## src/rtl/dso100fb_fetch_sched.sv

```systemverilog
// Framebuffer fetch scheduler: round-robin burst requests for main and overlay planes.
// Overlay requester is present only when DSO100FB_OVERLAY_FETCH_EN is defined.
module dso100fb_fetch_sched #(
  parameter int unsigned BURST_LEN = 16,
  parameter int unsigned ADDR_W    = 32
) (
  input  logic              CLK,
  input  logic              RST,
  input  logic              EN,
  input  logic              FRAME,
  input  logic [ADDR_W-1:0] FB_BASE,
  input  logic [ADDR_W-1:0] OV_BASE,
  input  logic [23:0]       FB_WORDS,
  input  logic [23:0]       OV_WORDS,
  input  logic              VID_WANT,
  input  logic              OV_WANT,
  output logic              MEM_REQ,
  output logic [ADDR_W-1:0] MEM_ADDR,
  output logic [7:0]        MEM_LEN,
  output logic              MEM_ID,
  input  logic              MEM_ACK,
  input  logic              MEM_DONE,
  output logic              BUSY,
  output logic              FRAME_LATE
);

  localparam int unsigned CNT_W  = 24;
  localparam int unsigned LEN_W  = 8;
  localparam int unsigned BEAT_W = 9;

  typedef enum logic [1:0] {
    S_IDLE = 2'd0,
    S_ARB  = 2'd1,
    S_REQ  = 2'd2,
    S_WAIT = 2'd3
  } state_e;

  state_e              state_q, state_d;
  logic [ADDR_W-1:0]   fb_ptr_q, fb_ptr_d;
  logic [ADDR_W-1:0]   ov_ptr_q, ov_ptr_d;
  logic [CNT_W-1:0]    fb_rem_q, fb_rem_d;
  logic [CNT_W-1:0]    ov_rem_q, ov_rem_d;
  logic [ADDR_W-1:0]   mem_addr_q, mem_addr_d;
  logic [LEN_W-1:0]    mem_len_q, mem_len_d;
  logic                mem_req_q, mem_req_d;
  logic                mem_id_q, mem_id_d;
  logic                busy_q, busy_d;
  logic                frame_late_q, frame_late_d;
  logic                last_ov_q, last_ov_d;
  logic                reload_q, reload_d;
  logic                do_reload;

  // Overlay inputs are masked off when the overlay requester is not built.
  logic [ADDR_W-1:0]   ov_base_c;
  logic [CNT_W-1:0]    ov_words_c;
  logic                ov_want_c;

`ifdef DSO100FB_OVERLAY_FETCH_EN
  assign ov_base_c  = OV_BASE;
  assign ov_words_c = OV_WORDS;
  assign ov_want_c  = OV_WANT;
  assign MEM_ID     = mem_id_q;
`else
  logic unused_ov;
  assign unused_ov  = ^{OV_BASE, OV_WORDS, OV_WANT, mem_id_q};
  assign ov_base_c  = '0;
  assign ov_words_c = '0;
  assign ov_want_c  = 1'b0;
  assign MEM_ID     = 1'b0;
`endif

  logic                frame_c;
  logic                fb_el_c, ov_el_c, pick_ov_c;
  logic [CNT_W-1:0]    sel_rem_c;
  logic [BEAT_W-1:0]   beats_c, ack_beats_c;
  logic [ADDR_W-1:0]   step_c;

  assign frame_c   = FRAME && EN;
  assign fb_el_c   = VID_WANT && (fb_rem_q != '0);
  assign ov_el_c   = ov_want_c && (ov_rem_q != '0);
  // Overlay wins only if main is not eligible or main took the previous grant.
  assign pick_ov_c = ov_el_c && (!fb_el_c || !last_ov_q);
  assign sel_rem_c = pick_ov_c ? ov_rem_q : fb_rem_q;
  assign beats_c   = (sel_rem_c < CNT_W'(BURST_LEN)) ? BEAT_W'(sel_rem_c)
                                                     : BEAT_W'(BURST_LEN);
  assign ack_beats_c = BEAT_W'(mem_len_q) + BEAT_W'(1);
  assign step_c      = ADDR_W'({ack_beats_c, 2'b00});

  always_comb begin
    state_d      = state_q;
    fb_ptr_d     = fb_ptr_q;
    ov_ptr_d     = ov_ptr_q;
    fb_rem_d     = fb_rem_q;
    ov_rem_d     = ov_rem_q;
    mem_addr_d   = mem_addr_q;
    mem_len_d    = mem_len_q;
    mem_req_d    = mem_req_q;
    mem_id_d     = mem_id_q;
    last_ov_d    = last_ov_q;
    reload_d     = reload_q;
    frame_late_d = 1'b0;
    do_reload    = 1'b0;

    case (state_q)
      S_IDLE: begin
        if (frame_c) begin
          do_reload = 1'b1;
          state_d   = S_ARB;
        end
      end

      S_ARB: begin
        frame_late_d = frame_c;
        if (!EN) begin
          state_d = S_IDLE;
        end else if (frame_c) begin
          do_reload = 1'b1;
        end else if ((fb_rem_q == '0) && (ov_rem_q == '0)) begin
          state_d = S_IDLE;
        end else if (fb_el_c || ov_el_c) begin
          state_d    = S_REQ;
          mem_req_d  = 1'b1;
          mem_addr_d = pick_ov_c ? ov_ptr_q : fb_ptr_q;
          mem_len_d  = LEN_W'(beats_c - BEAT_W'(1));
          mem_id_d   = pick_ov_c;
          last_ov_d  = pick_ov_c;
        end
      end

      S_REQ: begin
        if (frame_c) begin
          frame_late_d = 1'b1;
          reload_d     = 1'b1;
        end
        if (MEM_ACK) begin
          mem_req_d = 1'b0;
          state_d   = S_WAIT;
          if (mem_id_q) begin
            ov_ptr_d = ov_ptr_q + step_c;
            ov_rem_d = ov_rem_q - CNT_W'(ack_beats_c);
          end else begin
            fb_ptr_d = fb_ptr_q + step_c;
            fb_rem_d = fb_rem_q - CNT_W'(ack_beats_c);
          end
        end
      end

      S_WAIT: begin
        frame_late_d = frame_c;
        if (MEM_DONE) begin
          if (!EN) begin
            state_d  = S_IDLE;
            reload_d = 1'b0;
          end else begin
            state_d   = S_ARB;
            do_reload = reload_q || frame_c;
          end
        end else if (frame_c) begin
          reload_d = 1'b1;
        end
      end

      default: state_d = S_IDLE;
    endcase

    // Frame restart: fresh pointers/counts and main gets the first grant.
    if (do_reload) begin
      fb_ptr_d  = FB_BASE;
      ov_ptr_d  = ov_base_c;
      fb_rem_d  = FB_WORDS;
      ov_rem_d  = ov_words_c;
      last_ov_d = 1'b1;
      reload_d  = 1'b0;
    end

    busy_d = (state_d != S_IDLE);
  end

  always_ff @(posedge CLK or posedge RST) begin
    if (RST) begin
      state_q      <= S_IDLE;
      fb_ptr_q     <= '0;
      ov_ptr_q     <= '0;
      fb_rem_q     <= '0;
      ov_rem_q     <= '0;
      mem_addr_q   <= '0;
      mem_len_q    <= '0;
      mem_req_q    <= 1'b0;
      mem_id_q     <= 1'b0;
      busy_q       <= 1'b0;
      frame_late_q <= 1'b0;
      last_ov_q    <= 1'b1;
      reload_q     <= 1'b0;
    end else begin
      state_q      <= state_d;
      fb_ptr_q     <= fb_ptr_d;
      ov_ptr_q     <= ov_ptr_d;
      fb_rem_q     <= fb_rem_d;
      ov_rem_q     <= ov_rem_d;
      mem_addr_q   <= mem_addr_d;
      mem_len_q    <= mem_len_d;
      mem_req_q    <= mem_req_d;
      mem_id_q     <= mem_id_d;
      busy_q       <= busy_d;
      frame_late_q <= frame_late_d;
      last_ov_q    <= last_ov_d;
      reload_q     <= reload_d;
    end
  end

  assign MEM_REQ    = mem_req_q;
  assign MEM_ADDR   = mem_addr_q;
  assign MEM_LEN    = mem_len_q;
  assign BUSY       = busy_q;
  assign FRAME_LATE = frame_late_q;

endmodule

```

## config.mk

```make
export PLATFORM = sky130hd
export DESIGN_NAME = dso100fb_fetch_sched
export DESIGN_NICKNAME = d
export VERILOG_FILES = /design/src/rtl/dso100fb_fetch_sched.sv
export SDC_FILE = /design/constraint.sdc
export NUM_CORES = 1
export LEC_CHECK = 0
export ABC_AREA = 1
export CAP_MARGIN = 5
export CORE_UTILIZATION = 46
export CTS_CLUSTER_SIZE = 14
export DETAILED_ROUTE_END_ITERATION = 6
export PLACE_DENSITY = 0.77
export SETUP_SLACK_MARGIN = 0.5
export SYNTH_ARGS = -nofsm -noshare
export SYNTH_HDL_FRONTEND = slang
export SYNTH_SLANG_ARGS = --single-unit
```

## constraint.sdc

```tcl
create_clock -name CLK -period 3.15 [get_ports CLK]
set_input_delay 0.63 -clock CLK [delete_from_list [all_inputs] [get_ports CLK]]
set_output_delay 0.63 -clock CLK [all_outputs]
set_load 0.01 [all_outputs]
```

Word level (Yosys, flattened, before mapping)
Cells that the tools add are included.
Widths: inputs -> output; s select.
{"block": "classes", "eq_ne": 9, "bitwise_logic": 2, "n_addsub": 4, "n_reduce_logical": 19, "n_lt_le_gt_ge": 1, "n_mux": 34}
{"cell": "$mux 24", "count": 4}
{"cell": "$mux 32", "count": 3}
{"cell": "$logic_not 24->1", "count": 2}
{"cell": "$add 32x11->32", "count": 1}
{"cell": "$lt 24x5->1 const B", "count": 1}
{"cell": "$reduce_bool 24->1", "count": 1}
{"cell": "$sub 24x9->24", "count": 1}
{"cell": "$mux 1", "count": 14}
{"cell": "$mux 2", "count": 7}
{"cell": "$ne 2x2->1 const B", "count": 5}
{"cell": "$add 8x1->9 const B", "count": 1}
{"cell": "$mux 8", "count": 1}
{"cell": "$pmux 2 s4", "count": 1}
{"cell": "$reduce_bool 2->1", "count": 4}
{"cell": "$sub 8x1->8 const B", "count": 1}
{"cell": "$pmux 1 s2", "count": 3}
{"cell": "$reduce_and 6->1", "count": 1}
{"cell": "$reduce_and 5->1", "count": 1}
{"cell": "$eq 2x2->1 const B", "count": 2}
{"cell": "$ne 4x4->1 const B", "count": 1}
{"cell": "$reduce_and 2->1", "count": 2}
{"cell": "$logic_and 1x1->1", "count": 3}
{"cell": "$pmux 1 s3", "count": 1}
{"cell": "$reduce_and 3->1", "count": 1}
{"cell": "6 further kinds", "count": 7}
{"block": "word_totals", "register_bits": 126, "in_bits": 120, "output_inout_bits": 44, "word_cells": 79}

Depth between registers and ports, before layout
Gate-level depths: netlist (run 1).
{"block": "logic_depth", "word_depth": 8, "ltp_mapped": 19, "depth_no_buf": 19}

Worst setup path before layout (run 1)
OpenSTA, ideal clock, no wires.
{"block": "synth_timing", "kind": "register to register", "start": "reg mem_len_q[0] (netlist: MEM_LEN[0])", "end": "reg fb_ptr_q[20]", "synth_period_minus_slack_ns": 2.361, "n_path_buf": 0, "setup_slack_ns": 0.789, "path_stages_with_launch": 17, "required_ns": 3.037, "arrival_time_ns": 2.248, "setup_time_ns": 0.113, "cell_sequence": "dfrtp_1 ha_1 nand3_1 inv_1 nand3_1 xor2_1 inv_1 ha_1 nand2_1 nor2_1 nand3_1 nand3_1 nand3_1 nand2_1 nand3_1 nand2_1 inv_1"}
{"block": "synth_between", "elab_chain_len": 5}
{"item": "start, declared", "line": "44", "source": "logic [LEN_W-1:0] mem_len_q, mem_len_d;"}
{"item": "start signal, assigned", "line": "201", "source": "mem_len_q <= mem_len_d;"}
{"item": "$add 8x1->9", "line": "86", "source": "assign ack_beats_c = BEAT_W'(mem_len_q) + BEAT_W'(1);"}
{"item": "$add 32x11->32", "line": "142", "source": "fb_ptr_d = fb_ptr_q + step_c;"}
{"item": "$mux 32", "line": "135", "source": "if (MEM_ACK) begin"}
{"item": "$mux 32", "line": "104", "source": "case (state_q)"}
{"item": "$mux 32", "line": "167", "source": "if (do_reload) begin"}
{"item": "end signal, assigned", "line": "196", "source": "fb_ptr_q <= fb_ptr_d;"}
{"item": "end, declared", "line": "39", "source": "logic [ADDR_W-1:0] fb_ptr_q, fb_ptr_d;"}
Every way passes these cells. The select of a mux whose other input is x is not followed.
A chain may end at the register's enable or synchronous reset.

Worst setup path after layout (run 1)
{"block": "layout_timing", "start": "reg mem_len_q[2] (netlist: MEM_LEN[2])", "end": "reg fb_ptr_q[28]"}
The elaborated chain is that of the path after synthesis.

==> results of run 1 <==
[layout by cell type, fill, tap and decap left out, types with 2 or more instances in the layout]
| cell type | Yosys | final |
|---|---|---|
| xnor2_1 | 6 | 6 |
| ha_4 | 0 | 5 |
| inv_1 | 159 | 156 |
| o21bai_1 | 2 | 2 |
| clkbuf_8 | 0 | 2 |
| nand3_1 | 92 | 88 |
| clkinv_1 | 2 | 2 |
| inv_2 | 2 | 4 |
| ha_1 | 20 | 14 |
| nor2_1 | 94 | 81 |
| nand4_1 | 16 | 16 |
| nand2_2 | 4 | 13 |
| clkbuf_16 | 0 | 9 |
| nor2_4 | 1 | 4 |
| o21ai_0 | 59 | 57 |
| nand3b_1 | 3 | 3 |
| o211ai_1 | 6 | 6 |
| xor2_2 | 0 | 4 |
| a21oi_1 | 13 | 13 |
| nor3_1 | 8 | 7 |
| dfrtp_1 | 102 | 101 |
| o221ai_1 | 3 | 3 |
| nand3_4 | 0 | 2 |
| xor2_1 | 15 | 11 |
| clkdlybuf4s50_1 | 0 | 105 |
| fa_1 | 2 | 2 |
| buf_12 | 1 | 4 |
| o21ai_1 | 22 | 24 |
| nand2_4 | 1 | 2 |
| a31oi_1 | 4 | 4 |
| nor2_2 | 1 | 11 |
| buf_4 | 8 | 13 |
| nand2_1 | 398 | 388 |
| nand3_2 | 1 | 3 |
| clkinv_2 | 0 | 3 |
[sequential cells by signal, indices dropped and copies added (netlist names)]
register    count
MEM_LEN         8
fb_ptr_q       32
fb_rem_q       24
MEM_REQ         1
reload_q        1
BUSY            1
state_q         2
MEM_ADDR       32
FRAME_LATE      1
[per-layer routing]
layer  GRT usage (%)  wire length (um)
met5               0                 0
met4           9.469               435
met3           3.209               704
met2           42.84              9351
met1           33.04              8573
[worst paths after layout]
path                                             start                        to  depth (start not counted)
worst max-delay path            MEM_LEN[2]$_DFFE_PP0P_  fb_ptr_q[28]$_DFFE_PP0P_                         15
worst min-delay path               MEM_REQ$_DFFE_PP0P_       MEM_REQ$_DFFE_PP0P_                          2
worst max register to register  MEM_LEN[2]$_DFFE_PP0P_  fb_ptr_q[28]$_DFFE_PP0P_                         15
worst min register to register     MEM_REQ$_DFFE_PP0P_       MEM_REQ$_DFFE_PP0P_                          2
max in group asynchronous                          RST    MEM_LEN[2]$_DFFE_PP0P_                          3
min in group asynchronous                          RST  MEM_ADDR[24]$_DFFE_PP0P_                          2
[layout make-up]
cell class	count	area share, %
flip-flops and latches	102	29.00
clock inverters	4	0.5115
multi-input cells	780	43.92
well taps	184	2.614
inverters	164	7.090
clock buffers	12	2.913
repair buffers	122	13.95
[power by group]
group / switching, uW / internal, uW
clock network: 502 / 656
registers: 490 / 1840
logic: 2530 / 1730
total: 3530 / 4220
[through the flow]
| step | power (uW) | worst slack (ps) |
|---|---|---|
| final | 7747 | 614.4 |
| after detailed placement | 6363 | 363.9 |
| after CTS | 7558 | 494.6 |
| after global routing | 8464 | 477.6 |
| after floorplan | 5078 | 789.1 |
| after global placement | 6251 | 404.1 |
[kinds of logic (layout without fill, tap and decap cells)]
kind of cell | count (synthesis) | in the layout | synth area share (%)
AOI/OAI and AO/OA | 114 | 114 | 8.832
xor gates and xnor gates | 21 | 21 | 2.618
adders and majority gates | 22 | 22 | 4.131
buffers and inverters | 196 | 302 | 11.72
DFF | 102 | 102 | 36.32
other | 1 | 1 | 0.05337
and+or+nand+nor | 622 | 622 | 36.32
[timing repair]
action / CTS / global route
pin swaps: 1 / 5
resized for setup: 4 / 48
buffers inserted: 0 / 4
hold buffers: 0 / 0
setup endpoints to repair: 7 / 37
[worst reg2reg max path, stage by stage (launching register included)]
cell and delay, ps:
dfrtp_2 420, nand3_1 150, nor2_2 130, nand4_1 140
xor2_2 240, inv_1 100, ha_4 290, nand2_1 100
nor2_2 200, nand3_1 150, nand3_4 170, nand2_1 80
nand2_1 60, nand3_1 70, nand2_1 80, nand2_1 40
==> run summary, run 1 <==
Clock skew -> 10.43 ps
Sum of negative setup slack -> 0 ps
Fraction of registers with async set/reset -> 100.0%
Violated checks -> design-rule violations
Initial standard-cell utilization of the core -> 47.80%
Most used flip-flop cell after synthesis -> dfrtp_1
Register area share after synthesis -> 36.32%
Type of the setup path with the least slack -> register to register
Unrepaired setup endpoints after global routing -> yes
Count of placed standard cells in the final layout, fillers left out -> 1,368
Post-route antenna net violation count -> 0
Global placer's final weighted congestion -> 0.9581
TritonCTS clock tree -> yes
Number of cell rows -> 44
Layout Area Growth over Synthesis -> 25.32%
Cell type contributing the most total cell area after synthesis -> dfrtp_1
Maximum buffer depth of the clock tree -> 2
Top delay family on crit path -> simple AND/OR/NAND/NOR gates
Max-slew headroom -> 53.36%
Synthesized cell area -> 7027 um2
Static leakage -> 0.004521 uW
WL final -> 19,070 um
EDFF count, synth -> 0
Post-synthesis cell type count -> 41
Worst reg2reg setup slack -> 610 ps
Number of vias per cell after detailed routing -> 5.098
Min cycle time layout -> 2536 ps
Number of DRC violations after detailed routing -> 6
Routed WL per cell -> 13.94 um
Path class of the lowest-slack min-delay path -> register to register
Ranking of synthesized cells by instance count -> nand2_1, inv_1, dfrtp_1
Share of final-layout standard cells stronger than drive strength 1 -> 7.517%
Top-count cell post-synth -> nand2_1
Register area -> 2554 um2
Most used cell along the critical path -> nand2_1
DP Area -> 8257 um2
Max Clk Rate -> 394.4 MHz
Via count of the routed design -> 6,974
Largest net degree at the start of global routing -> 56
Wire length of the first global-routing pass -> 31,660 um
IR Drop Worst-Case VDD -> 0.0004138 V
Number of design-rule violations left by the first detailed-router iteration -> 482
Area contributors post-synth -> dfrtp_1, nand2_1, inv_1
Clock transition at path regs -> 70 ps
Syn Area/Cell -> 6.518 um2
Number of instances in the synthesized netlist -> 1,078
MaxCap Viol Count -> 0
Max FO, Critical Path -> 8
HPWL Detailed -> 14,420 um
Critical path data arrival time -> 2790 ps
Cell count after placement -> 1,348
Maximum single-stage delay on the critical path -> 420 ps
Clock root buffer master -> clkbuf_16
Total area of multi-input combinational cells -> 3867 um2
Deepest level of the CTS H-tree -> 3
Actual slew at the worst max-slew pin -> 698.1 ps
Launching element type of the critical path -> register
Result of the run -> finished with violations
Height of the chip -> 125.6 um
Number of clock sinks -> 102
Cell area power density -> 879.8 nW/um2
Antenna violations before repair -> 0
Total Nets Final -> 1,321
Worst Hold Margin -> 479.1 ps
Total congestion overflow -> 0
Filler Cell Count -> 1,371
Crit share post-route -> 80.50%
Syn nets -> 1,220
Overall die area -> 15,770 um2
GR Util All Layers -> 25.32%
Slowest cell on crit path -> dfrtp_2
Placeable Area -> 14,700 um2
Required time of the critical path -> 3400 ps
Number of pins exceeding their max-slew limit in the final report -> 0
Die W -> 125.6 um
Vias in the first global route -> 6,518
IO Pins -> 164
Warnings, synthesis -> 0
Post-synthesis sequential element count -> 102
Post-route cell area -> 8806 um2
Skew-Pair Late Insertion Delay -> 360 ps
Ordered list of cells on the worst path -> nand3_1 -> nor2_2 -> nand4_1 -> xor2_2 -> inv_1 -> ha_4 -> nand2_1 -> nor2_2 -> nand3_1 -> nand3_4 -> nand2_1 -> nand2_1 -> nand3_1 -> nand2_1 -> nand2_1
I/O Buffers -> 105
Hold Violations, Final -> 0
Combined buffer and inverter count along the critical path -> 1
Number of failing setup endpoints in the final timing report -> 0
Utilization after layout -> 59.91%
Number of antenna diodes -> 0
Detailed-routing iteration count for the pre-antenna-repair pass -> 7
Area share of the largest cell type after synthesis -> 36.32%
Num CTS Buffers -> 9
Sort of element at the end of the critical path -> register
No activity file was read; power rests on OpenSTA's default activity.
==> run 2, diff against run 1 <==
--- a/config.mk
+++ b/config.mk
@@ -7,10 +7,10 @@
 export LEC_CHECK = 0
 export ABC_AREA = 1
 export CAP_MARGIN = 5
-export CORE_UTILIZATION = 46
+export CORE_UTILIZATION = 51
 export CTS_CLUSTER_SIZE = 14
 export DETAILED_ROUTE_END_ITERATION = 6
-export PLACE_DENSITY = 0.77
+export PLACE_DENSITY = 0.81
 export SETUP_SLACK_MARGIN = 0.5
 export SYNTH_ARGS = -nofsm -noshare
 export SYNTH_HDL_FRONTEND = slang
==> constraint.sdc (replaced) <==
create_clock -name CLK -period 2.5 [get_ports CLK]
set_input_delay 0.5 -clock CLK [delete_from_list [all_inputs] [get_ports CLK]]
set_output_delay 0.5 -clock CLK [all_outputs]
set_load 0.01 [all_outputs]
==> run summary, run 2 (synthesis results as in run 1) <==
Post-route cell area -> 9996 um2 (+14%)
Layout Area Growth over Synthesis -> 42.25%
Violated checks -> negative setup slack
Startpoint of the most critical register-to-register path -> MEM_LEN[3]$_DFFE_PP0P_
Total congestion overflow -> 0 (unchanged)
Global placer's final weighted congestion -> 1.008 (+5.2%)
Number of failing setup endpoints in the final timing report -> 1 (+1)
Vias in the first global route -> 7,297 (+12%)
Num CTS Buffers -> 9 (unchanged)
Worst Hold Margin -> 472.9 ps (-6.257 ps)
Reg2reg path depth -> 17 (+2)
Critical R2R Capture -> fb_ptr_q[20]$_DFFE_PP0P_
Overall die area -> 14,250 um2 (-9.7%)
Count of placed standard cells in the final layout, fillers left out -> 1,398 (+2.2%)
Antenna violations before repair -> 0 (unchanged)
Result of the run -> finished with violations
Required time of the critical path -> 2760 ps (-640 ps)
GR Util All Layers -> 30.73% (+5.4 points)
Minimum setup slack after placement -> 45.14 ps (-318.7 ps)
Hold Buf Count CTS -> 0 (unchanged)
Placeable Area -> 13,350 um2 (-9.2%)
Setup crit end -> fb_ptr_q[20]$_DFFE_PP0P_
Detailed-routing iteration count for the pre-antenna-repair pass -> 7 (unchanged)
Filler Cell Count -> 1,000 (-27%)
Combinational group share of total power -> 62.1% (+7.1 points)
Cell count after placement -> 1,347 (-0.074%)
Post-route antenna net violation count -> 0 (unchanged)
Total Nets Final -> 1,359 (+2.9%)
Worst setup path startpoint -> MEM_LEN[3]$_DFFE_PP0P_
Share of final-layout standard cells stronger than drive strength 1 -> 22.83% (+15 points)
Net switching fraction of the power -> 47.21% (+1.7 points)
Most common cell after layout, fill and taps aside -> nand2_1
HPWL Detailed -> 14,490 um (+0.52%)
Total area of multi-input combinational cells -> 4671 um2 (+21%)
Commonest cells after routing, fill and taps aside -> nand2_1, inv_1, clkdlybuf4s50_1, dfrtp_1, nor2_1
Hold Violations, Final -> 0 (unchanged)
Wire length of the first global-routing pass -> 34,680 um (+9.5%)
Critical path data arrival time -> 2810 ps (+20 ps)
Crit share post-route -> 102.0% (+21 points)
Number of design-rule violations left by the first detailed-router iteration -> 631 (+31%)
Height of the chip -> 119.4 um (-4.9%)
Clock skew -> 5.900 ps (-4.529 ps)
Register area -> 2557 um2 (+0.15%)
IO Pins -> 164 (unchanged)
Max FO, Critical Path -> 8 (unchanged)
Number of vias per cell after detailed routing -> 5.486 (+7.6%)
P_int -> 6304 uW (+49%)
Number of pins exceeding their max-slew limit in the final report -> 0 (unchanged)
Skew-Pair Late Insertion Delay -> 360 ps (about the same)
DP Area -> 8558 um2 (+3.7%)
Cell area power density -> 1195 nW/um2 (+36%)
Number of DRC violations after detailed routing -> 0 (-6)
IR Drop Worst-Case VDD -> 0.0007584 V (+83%)
MaxCap Viol Count -> 0 (unchanged)
Path class of the lowest-slack min-delay path -> register to register
Power share of the clock group -> 12.6% (-2.4 points)
Number of antenna diodes -> 0 (unchanged)
Sum of negative setup slack -> -49.70 ps (-49.70 ps)
Switching power summed over all nets -> 5638 uW (+60%)
Initial standard-cell utilization of the core -> 52.64% (+4.8 points)
Type of the setup path with the least slack -> register to register
Routed WL per cell -> 16.15 um (+16%)
Worst reg2reg setup slack -> -50 ps (-660 ps)
Max-slew headroom -> 66.55% (+13 points)
WL final -> 22,580 um (+18%)
Die W -> 119.4 um (-4.9%)
Unrepaired setup endpoints after global routing -> yes
TritonCTS clock tree -> yes
Sort of element at the end of the critical path -> register
Maximum buffer depth of the clock tree -> 2 (unchanged)
Largest net degree at the start of global routing -> 63 (+13%)
Least setup slack across all paths after layout -> -49.70 ps (-664.1 ps)
Clock transition at path regs -> 70 ps (about the same)
Number of cell rows -> 42 (-4.5%)
Fraction of power consumed by sequential logic -> 25.3% (-4.7 points)
I/O Buffers -> 105 (unchanged)
Max Clk Rate -> 392.2 MHz (-0.55%)
Static leakage -> 0.004942 uW (+9.3%)
Via count of the routed design -> 7,669 (+10%)
Min cycle time layout -> 2550 ps (+14.06 ps)
Deepest level of the CTS H-tree -> 3 (unchanged)
Launching element type of the critical path -> register
Actual slew at the worst max-slew pin -> 499.9 ps (-198.2 ps)
Clock root buffer master -> clkbuf_16
Number of clock sinks -> 102 (unchanged)
==> run 2: changes by cell type in the layout (fill, tap and decap cells not counted), sizes merged <==
| cell | previous run | this run |
|---|---|---|
| clkinvlp | 1 | 2 |
| clkinv | 5 | 4 |
| clkbuf | 12 | 13 |
| buf | 17 | 54 |
==> run 2: metrics by stage <==
step,util (%),total power [uW]
2_1_floorplan,-,6666
3_3_place_gp,64.12,8247
3_5_place_dp,64.12,8407
4_1_cts,71.15,10730
5_1_grt,74.89,12770
6_report,74.89,11940
==> run 2: final cells by class <==
type | count | share of cell area, %
timing repair buffer | 160 | 16.07
clock buffer | 12 | 2.566
inverter | 164 | 6.296
sequential | 102 | 25.59
clock inverter | 4 | 0.5508
tap | 176 | 2.203
multi-input combinational | 780 | 46.73
==> run 2: per-layer routing <==
| metal | vias up | wire length (um) | global-route usage [%] |
|---|---|---|---|
| met5 | - | 0 | 0 |
| met4 | 0 | 889 | 13.98 |
| met1 | 3573 | 8853 | 37.84 |
| met2 | 378 | 11230 | 53.56 |
| li1 | 3641 | - | - |
| met3 | 77 | 1605 | 3.831 |
==> run 2: worst max-delay path, cell delays in order, from the launching register on <==
cell and delay, ps:
dfrtp_1 390, inv_1 120, nor2_4 140, nand2_1 130, xor2_2 210, inv_1 110
ha_4 330, nand2_2 110, inv_1 160, nand2_1 80, nand2_1 90, nand2_2 70
nand3_4 170, nand3_2 80, nand2_1 80, nand3_1 70, nand2_1 70, inv_1 40
==> run 2: worst min path at each step <==
stage,from,end,slack [ps],cells past startpoint
floorplan,fb_ptr_q[0]$_DFFE_PP0P_,MEM_ADDR[0]$_DFFE_PP0P_,440,2
global placement,fb_ptr_q[1]$_DFFE_PP0P_,MEM_ADDR[1]$_DFFE_PP0P_,450,2
detailed placement,MEM_REQ$_DFFE_PP0P_,MEM_REQ$_DFFE_PP0P_,460,2
CTS,MEM_REQ$_DFFE_PP0P_,MEM_REQ$_DFFE_PP0P_,480,2
global route,MEM_ADDR[11]$_DFFE_PP0P_,MEM_ADDR[11]$_DFFE_PP0P_,500,2
finish,MEM_REQ$_DFFE_PP0P_,MEM_REQ$_DFFE_PP0P_,470,2
==> run 2: repair_timing <==
item                                    CTS  global route
gates cloned                              0             1
setup buffers                            22            12
gates resized for setup                 114           103
pin swaps                                59            85
endpoints found under the setup margin   51            78
==> run 2: power by group through the flow <==
stage / Sequential (uW) / Combinational (uW) / Clock (uW)
3_5_place_dp: 2960 / 5440 / 0
6_report: 3020 / 7410 / 1510
5_1_grt: 3080 / 8100 / 1580
2_1_floorplan: 2930 / 3730 / 0
4_1_cts: 2960 / 6250 / 1520
3_3_place_gp: 2940 / 5310 / 0
